===== config.mk =====
export PLATFORM = sky130hd
export DESIGN_NAME = control_unit
export DESIGN_NICKNAME = d
export VERILOG_FILES = /design/src/rtl/ctrl_pkg.sv /design/src/rtl/op_decoder.sv /design/src/rtl/control_unit.sv
export SDC_FILE = /design/constraint.sdc
export NUM_CORES = 1
export LEC_CHECK = 0
export BUFFER_PORTS_ARGS = -buffer_cell sky130_fd_sc_hd__buf_2
export CAP_MARGIN = 20
export CORE_MARGIN = 1.5
export CORE_UTILIZATION = 52
export CTS_BUF_LIST = sky130_fd_sc_hd__clkbuf_16
export DETAILED_ROUTE_END_ITERATION = 10
export PLACE_DENSITY = 0.81
export SETUP_SLACK_MARGIN = 0.3
export SLEW_MARGIN = 20
export SYNTH_ARGS = -nofsm -noshare
export SYNTH_HDL_FRONTEND = slang
export SYNTH_HIERARCHICAL = 1
export SYNTH_SLANG_ARGS = --single-unit
export TNS_END_PERCENT = 5

===== constraint.sdc =====
create_clock -name clk -period 3.9 [get_ports clk]
set_input_delay 0.78 -clock clk [delete_from_list [all_inputs] [get_ports clk]]
set_output_delay 0.78 -clock clk [all_outputs]
set_load 0.05 [all_outputs]

===== src/rtl/ctrl_pkg.sv =====
// Shared definitions for the multicycle control unit: opcode width, opcode
// encodings and the FSM state encoding.
package ctrl_pkg;

    localparam int unsigned OPC_W = 7;

    localparam logic [OPC_W-1:0] OP_LOAD  = 7'h01;
    localparam logic [OPC_W-1:0] OP_STORE = 7'h02;
    localparam logic [OPC_W-1:0] OP_ADD   = 7'h03;
    localparam logic [OPC_W-1:0] OP_SUB   = 7'h04;
    localparam logic [OPC_W-1:0] OP_ADDI  = 7'h05;
    localparam logic [OPC_W-1:0] OP_SUBI  = 7'h06;
    localparam logic [OPC_W-1:0] OP_HALT  = 7'h7F;

    typedef enum logic [3:0] {
        StIdle,
        StFetch,
        StLoadIr,
        StDecode,
        StExec,
        StMem,
        StMemWait,
        StWb,
        StHalt
    } state_e;

endpackage


===== src/rtl/op_decoder.sv =====
// Combinational opcode classifier.
//   opcode     in   OPC_W  opcode to classify
//   is_mem     out  1      LOAD or STORE
//   is_load    out  1      LOAD
//   is_alu     out  1      ADD, SUB, ADDI, SUBI
//   uses_rb    out  1      register-register ALU op (ADD, SUB)
//   is_halt    out  1      HALT
//   is_illegal out  1      any undefined opcode
module op_decoder
    import ctrl_pkg::*;
(
    input  logic [OPC_W-1:0] opcode,
    output logic             is_mem,
    output logic             is_load,
    output logic             is_alu,
    output logic             uses_rb,
    output logic             is_halt,
    output logic             is_illegal
);

    always_comb begin
        is_mem     = 1'b0;
        is_load    = 1'b0;
        is_alu     = 1'b0;
        uses_rb    = 1'b0;
        is_halt    = 1'b0;
        is_illegal = 1'b0;
        unique case (opcode)
            OP_LOAD: begin
                is_mem  = 1'b1;
                is_load = 1'b1;
            end
            OP_STORE: is_mem = 1'b1;
            OP_ADD, OP_SUB: begin
                is_alu  = 1'b1;
                uses_rb = 1'b1;
            end
            OP_ADDI, OP_SUBI: is_alu = 1'b1;
            OP_HALT: is_halt = 1'b1;
            default: is_illegal = 1'b1;
        endcase
    end

endmodule


===== src/rtl/control_unit.sv =====
// Multicycle control FSM for the 64-bit load/store datapath. Sequences
// fetch/decode/execute/memory/writeback, counts retired instructions and
// stops on HALT or an undefined opcode.
//   clk      in   1      system clock
//   rst      in   1      synchronous active-high reset
//   start    in   1      begin execution from IDLE
//   opcode   in   OPC_W  IR opcode
//   pc_we    out  1      PC load enable
//   ir_we    out  1      IR load enable
//   rf_we    out  1      register bank write enable
//   dmem_we  out  1      data memory write enable
//   imm_sel  out  1      Mux1 select: 0 = immediate, 1 = Rb
//   wb_sel   out  1      Mux2 select: 0 = data memory, 1 = ULA
//   alu_op   out  OPC_W  opcode forwarded to ULA
//   busy     out  1      executing (not IDLE/HALT)
//   halted   out  1      in HALT
//   illegal  out  1      sticky: halted on undefined opcode
//   retired  out  CNT_W  retired-instruction count (wraps)
module control_unit
    import ctrl_pkg::*;
#(
    parameter int unsigned CNT_W      = 16,
    parameter bit          AUTO_START = 1'b0
) (
    input  logic             clk,
    input  logic             rst,
    input  logic             start,
    input  logic [OPC_W-1:0] opcode,
    output logic             pc_we,
    output logic             ir_we,
    output logic             rf_we,
    output logic             dmem_we,
    output logic             imm_sel,
    output logic             wb_sel,
    output logic [OPC_W-1:0] alu_op,
    output logic             busy,
    output logic             halted,
    output logic             illegal,
    output logic [CNT_W-1:0] retired
);

    localparam logic [CNT_W-1:0] CntOne = 1;

    state_e           state_q, state_d;
    logic [OPC_W-1:0] op_q, op_d;
    logic             illegal_q, illegal_d;
    logic [CNT_W-1:0] retired_q, retired_d;

    logic [OPC_W-1:0] dec_opc;
    logic             is_mem, is_load, is_alu, uses_rb, is_halt, is_illegal;

    // In DECODE the live opcode steers the branch; elsewhere only op_q matters.
    // No output depends on the decode flags while in DECODE, so outputs stay Moore.
    assign dec_opc = (state_q == StDecode) ? opcode : op_q;

    op_decoder u_op_decoder (
        .opcode     (dec_opc),
        .is_mem     (is_mem),
        .is_load    (is_load),
        .is_alu     (is_alu),
        .uses_rb    (uses_rb),
        .is_halt    (is_halt),
        .is_illegal (is_illegal)
    );

    always_ff @(posedge clk) begin
        if (rst) begin
            state_q   <= StIdle;
            op_q      <= '0;
            illegal_q <= 1'b0;
            retired_q <= '0;
        end else begin
            state_q   <= state_d;
            op_q      <= op_d;
            illegal_q <= illegal_d;
            retired_q <= retired_d;
        end
    end

    always_comb begin
        state_d   = state_q;
        op_d      = op_q;
        illegal_d = illegal_q;
        retired_d = retired_q;
        pc_we     = 1'b0;
        ir_we     = 1'b0;
        rf_we     = 1'b0;
        dmem_we   = 1'b0;
        imm_sel   = 1'b0;
        wb_sel    = 1'b0;
        alu_op    = '0;
        busy      = 1'b0;
        halted    = 1'b0;

        unique case (state_q)
            StIdle: begin
                if (start || AUTO_START) state_d = StFetch;
            end
            StFetch: begin
                busy    = 1'b1;
                state_d = StLoadIr;
            end
            StLoadIr: begin
                busy    = 1'b1;
                ir_we   = 1'b1;
                pc_we   = 1'b1;
                state_d = StDecode;
            end
            StDecode: begin
                busy = 1'b1;
                op_d = opcode;
                if (is_halt) begin
                    state_d = StHalt;
                end else if (is_illegal) begin
                    state_d   = StHalt;
                    illegal_d = 1'b1;
                end else begin
                    state_d = StExec;
                end
            end
            StExec: begin
                busy    = 1'b1;
                alu_op  = op_q;
                imm_sel = uses_rb;
                state_d = is_mem ? StMem : StWb;
            end
            StMem: begin
                busy   = 1'b1;
                alu_op = op_q;
                if (is_load) begin
                    state_d = StMemWait;
                end else begin
                    dmem_we   = 1'b1;
                    retired_d = retired_q + CntOne;
                    state_d   = StFetch;
                end
            end
            StMemWait: begin
                busy    = 1'b1;
                alu_op  = op_q;
                state_d = StWb;
            end
            StWb: begin
                busy      = 1'b1;
                rf_we     = 1'b1;
                wb_sel    = is_alu;  // only ALU ops and LOAD reach WB
                alu_op    = op_q;
                imm_sel   = uses_rb;
                retired_d = retired_q + CntOne;
                state_d   = StFetch;
            end
            StHalt: begin
                halted = 1'b1;
            end
            default: state_d = StIdle;
        endcase
    end

    assign illegal = illegal_q;
    assign retired = retired_q;

endmodule


# Word-level counts from Yosys, hierarchy flattened

Cells that the tools add are included.
Widths: inputs -> output; s select.

Register bits: 28
Input port bits: 10
Output and inout bits: 32
Logic and storage cells: 60

Add/subtract/negate cells: 1
Eq/ne operators: 17
Muxes and demuxes: 23
Bitwise gates (word level): 3
Reductions and logical operators: 12

Operator list:

| operator              | count |
|---|---|
| $pmux 4 s9            | 1 |
| $pmux 16 s2           | 1 |
| $eq 7x3->1 const B    | 3 |
| $add 16x1->16 const B | 1 |
| $eq 4x3->1 const B    | 4 |
| $mux 16               | 1 |
| $eq 7x2->1 const B    | 2 |
| $mux 7                | 2 |
| $reduce_or 7->1       | 2 |
| $mux 1                | 13 |
| $mux 4                | 3 |
| $eq 4x2->1 const B    | 2 |
| $reduce_or 4->1       | 2 |
| $eq 7x1->1 const B    | 1 |
| $eq 7x7->1 const B    | 1 |
| $reduce_or 2->1       | 3 |
| $eq 4x1->1 const B    | 1 |
| $eq 4x4->1 const B    | 1 |
| $logic_not 4->1       | 1 |
| $ne 2x2->1 const B    | 2 |
| $reduce_and 2->1      | 2 |
| $mux 3                | 1 |
| $not 1->1             | 3 |
| $reduce_and 3->1      | 1 |
| 2 further kinds       | 2 |

# Depth between registers and ports, before layout

Depth in word-level cells: 7
Depth in mapped cells: 12
Depth with buffers taken out: 8

# Hierarchy

Netlist, hierarchy kept.

By module, submodules not included:

| module       | instances | cells each | area each (um^2) |
|---|---|---|---|
| control_unit | 1         | 160        | 1416.4 |
| op_decoder   | 1         | 23         | 142.6 |

# Least setup slack after synthesis

No wires, ideal clock.

Kind: flip-flop to output port
From: reg state_q[0]
To: out pc_we
Data arrival time: 2.779 ns
Data required time: 3.120 ns
Path slack: 0.341 ns
Cell stages (with the launch flop): 4
Path through: dfxtp_1 clkbuf_1 nor4b_1 buf_4

Cells in the longest elaborated chain, start to end: 2

RTL lines:

| what                   | line               | source |
|---|---|---|
| start, declared        | control_unit.sv:44 | `state_e state_q, state_d;` |
| start signal, assigned | control_unit.sv:68 | `state_q <= StIdle;` |
| start signal, assigned | control_unit.sv:73 | `state_q <= state_d;` |
| $eq 4x2->1             | --                 |  |
| $mux 1                 | --                 |  |
| end, declared          | control_unit.sv:29 | `output logic pc_we,` |

Every way passes these cells.

# Final worst setup path

From: reg state_q[2]
To: out dmem_we

Cells in the longest elaborated chain, start to end: 6
Elaborated cells on any way between the ends: 7
Classes of those cells: eq/ne (3); mux (4)

RTL lines:

| what                 | line                | source |
|---|---|---|
| $eq 4x2->1           | control_unit.sv:54  | `assign dec_opc = (state_q == StDecode) ? opcode : op_q;` |
| $mux 7               | --                  |  |
| named net dec_opc[6] | control_unit.sv:49  | `logic [OPC_W-1:0] dec_opc;` |
| $eq 7x1->1           | op_decoder.sv:28    | `unique case (opcode)` |
| $mux 1               | op_decoder.sv:28    |  |
| named net is_load    | control_unit.sv:50  | `logic is_mem, is_load, is_alu, uses_rb, is_halt, is_illegal;` |
| $mux 1               | control_unit.sv:130 | `if (is_load) begin` |
| $mux 1               | control_unit.sv:95  | `unique case (state_q)` |
| end, declared        | control_unit.sv:32  | `output logic dmem_we,` |

The timed path passes the listed nets, and every way through them passes these cells.

==> summary.md <==
| Metric | Value |
|---|---|
| Post-Syn Area | 0.00156 mm^2 |
| Rows | 19 |
| Nets@finish | 231 |
| Largest net degree at the start of global routing | 28 |
| Routed wire length | 3400 um |
| CTS buffer count | 3 |
| Slowest Stage Delay on Critical Path | 0.60 ns |
| Leading area contributor after synthesis | dfxtp_1 |
| PortBufs | 41 |
| Drt initial violations | 66 |
| Max H-tree Level | 1 |
| P per Cell Area | 329 mW/mm^2 |
| Final Cycle Share | 89.9% |
| Maximum VDD drop | 333 uV |
| Vias in the first global route | 1184 |
| Required @ worst endpoint | 3.12 ns |
| Hold Crit Class | reg2reg |
| Final min period | 3.50 ns |
| Routed vias/inst | 5.78 |
| Clock tree root driver cell | clkbuf_16 |
| Fin cells | 250 |
| Clk_skew | 0.00198 ns |
| DR WL/cell | 13.6 um |
| Net Count, Synth | 194 |
| CP Depth | 7 |
| Cells along the critical path | nor4bb_4, buf_4, mux2_2, or4_4, nor4b_4, nor3_1, buf_2 |
| Reg2reg path depth | 9 |
| DRC viols | 2 |
| I/O pin total | 42 |
| Reg2reg start | state_q[2]$_SDFFE_PP0P_ |
| Total track usage | 20.1% |
| Total of max-cap violations | 0 |
| Fmax | 285 MHz |
| CTS tree | yes |
| Slack of the worst reg-to-reg path | 0.80 ns |
| Yosys warnings | 6 |
| Placed inst area | 0.00175 mm^2 |
| P_leak | 0.795 nW |
| Hpwl dp | 2270 um |
| Crit path DAT | 2.72 ns |
| Post-DRT Antenna Nets | 0 |
| Worst Hold Path Cells | 2 |
| Critical path origin | state_q[2]$_SDFFE_PP0P_ |
| Synth-to-layout area growth | 19.4% |
| Layout cells sized above 1 | 30.6% |
| Initial core utilization | 55.6% |
| Share of the synthesized area in the top cell type | 36.0% |
| Hold path startpoint | retired[15]$_SDFFE_PP0P_ |
| Power, Total | 0.000612 W |
| Max transition margin | 67.0% |
| Remaining global-route overflow | 0 |
| Cell area after layout | 0.00186 mm^2 |
| Maximum clock path buffer count | 2 |
| RSZ-0062 raised after global routing | no |
| Cells after DPL | 243 |
| Global-route wire length before repair | 5270 um |
| Startpoint types | flip-flop |
| Critical path buffers and inverters | 2 |
| Worst-Skew Late Latency | 0.26 ns |
| Synthesized area per cell | 8.52 um^2 |
| TritonRoute pass-1 iters | 7 |
| FF-to-FF End | retired[9]$_SDFFE_PP0P_ |
| Antenna cells | 0 |
| Critical path peak fanout | 8 |
| CP endpoint | dmem_we |
| Die width | 57.8 um |
| Total number of vias | 1444 |
| Die footprint | 0.00334 mm^2 |
| Slowest-stage cell, CP | or4_4 |
| Setup TNS | 0 ns |
| Final Hold Viols | 0 |
| Post-layout util | 66.4% |
| Routability Congestion | 0.753 |
| Crit path kind | reg2out |
| CTS Sinks | 28 |
| Sequential cell area fraction in the yosys report | 36.0% |
| Slew @ Worst Pin | 0.494 ns |
| Status | finished with violations |
| Violated checks | design-rule violations |
| Critical Path Sink Type | output pin |
| Die H | 57.8 um |
| Final setup viols | 0 |
| Synth unique cells | 40 |
| Post-Syn Instances | 183 |
| Core area | 0.00281 mm^2 |
| CP delay by family, top | simple AND/OR/NAND/NOR gates |
| Antenna violations before repair | 0 |
| Synth area leaders | dfxtp_1, mux2_2, nor2_1, nor2b_1, a21oi_1 |
| CTS clock-pin slew for the worst setup and hold paths | 0.07 ns |
| Flops & latches, synth | 28 |
| Max Slew Vio Count | 0 |
[area by class of cell]
| cell class | count | area (um^2) |
|---|---|---|
| Tap cell | 31 | 38.8 |
| Clock buffer | 3 | 75.1 |
| Multi-Input combinational cell | 138 | 923 |
| Timing Repair Buffer | 46 | 246 |
| Fill cell | 247 | 943 |
| Sequential cell | 28 | 563 |
| Clock inverter | 1 | 3.75 |
| Inverter | 3 | 11.3 |
[registers in the layout, indices dropped and copies added, names as in the netlist]
register,count
op_q,7
retired,16
state_q,4
illegal,1
[report_power, final]
part	switching, W	internal (W)
combinational	0.0000518	0.0000301
clock	0.0000969	0.000137
sequential	0.00000517	0.000291
[logic make-up after synthesis]
kind of cell               share of synthesized area (%)
adders and majority gates                          0.802
DFF                                                 36.0
xor gates and xnor gates                            5.06
AOI/OAI and AO/OA                                   10.1
buffers and inverters                               5.78
muxes                                               5.78
and+or+nand+nor                                     36.5
[worst min-delay path, delay by kind of cell, from the launching register on]
family	cells	cell delay [ns]
flops	1	0.32
compound gates	2	0.12
[repair_timing]
| item | CTS | global route |
|---|---|---|
| setup buffers | 0 | 2 |
| gates resized for setup | 1 | 2 |
| cloned | 0 | 1 |
| setup endpoints to repair | 1 | 2 |
| hold buffers | 0 | 0 |
[Yosys cell counts]
cell       n
a211o_1    1
a21oi_1   13
a31oi_1    1
and2_1     8
and2b_1    1
and3_1     5
and4_1     1
and4_4     1
and4b_2    1
buf_1      1
buf_2      3
buf_4      2
buf_6      2
clkbuf_1   6
dfxtp_1   28
ha_1       1
inv_1      3
mux2_2     8
nand2_1   13
nand2b_1   3
nand3_1    1
nand3_4    1
nand4_1    9
nand4_4    1
nor2_1    19
nor2b_1   11
nor3_1     5
nor4_1     1
nor4b_1    1
nor4b_4    1
nor4bb_1   1
o211ai_1   1
o21ai_0    5
o31ai_1    6
or2_2      1
or3_1      2
or4_1      5
or4_4      1
xnor2_1    5
xor2_1     4
[per-stage QoR]
step	hold slack (ns)	worst slack (ns)
2_1_floorplan	0.510	0.341
3_3_place_gp	0.464	0.634
3_5_place_dp	0.469	0.600
4_1_cts	0.486	0.329
5_1_grt	0.507	0.315
6_report	0.481	0.395
[cells in the final DEF (no fill, tap or decap), types with 2 or more instances in the layout]
master,netlist,final
inv_1,3,3
dfxtp_1,28,26
xnor2_1,5,5
o21ai_0,5,5
nand2_1,13,13
nand4_1,9,9
or3_1,2,2
nor2b_1,11,11
a21oi_1,13,13
nor2_1,19,19
o31ai_1,6,6
or4_1,5,5
nor3_1,5,5
dfxtp_2,0,2
buf_2,3,41
and2_1,8,8
buf_4,2,4
and3_1,5,5
nand2b_1,3,3
xor2_1,4,4
mux2_2,8,8
clkbuf_16,0,3
[per-layer routing]
metal	routed length (um)	track usage [%]
met1	1520	25.4
met5	0	0
met2	1720	34.1
met3	151	5.36
met4	16	4.98
[worst min path at each step]
| stage | to | slack, ns |
|---|---|---|
| finish | retired[15]$_SDFFE_PP0P_ | 0.48 |
| CTS | illegal$_SDFFE_PP0P_ | 0.49 |
| detailed placement | illegal$_SDFFE_PP0P_ | 0.47 |
| floorplan | state_q[1]$_SDFFE_PP0P_ | 0.51 |
| global placement | illegal$_SDFFE_PP0P_ | 0.46 |
| global route | retired[15]$_SDFFE_PP0P_ | 0.51 |
No activity file was read; power rests on OpenSTA's default activity.
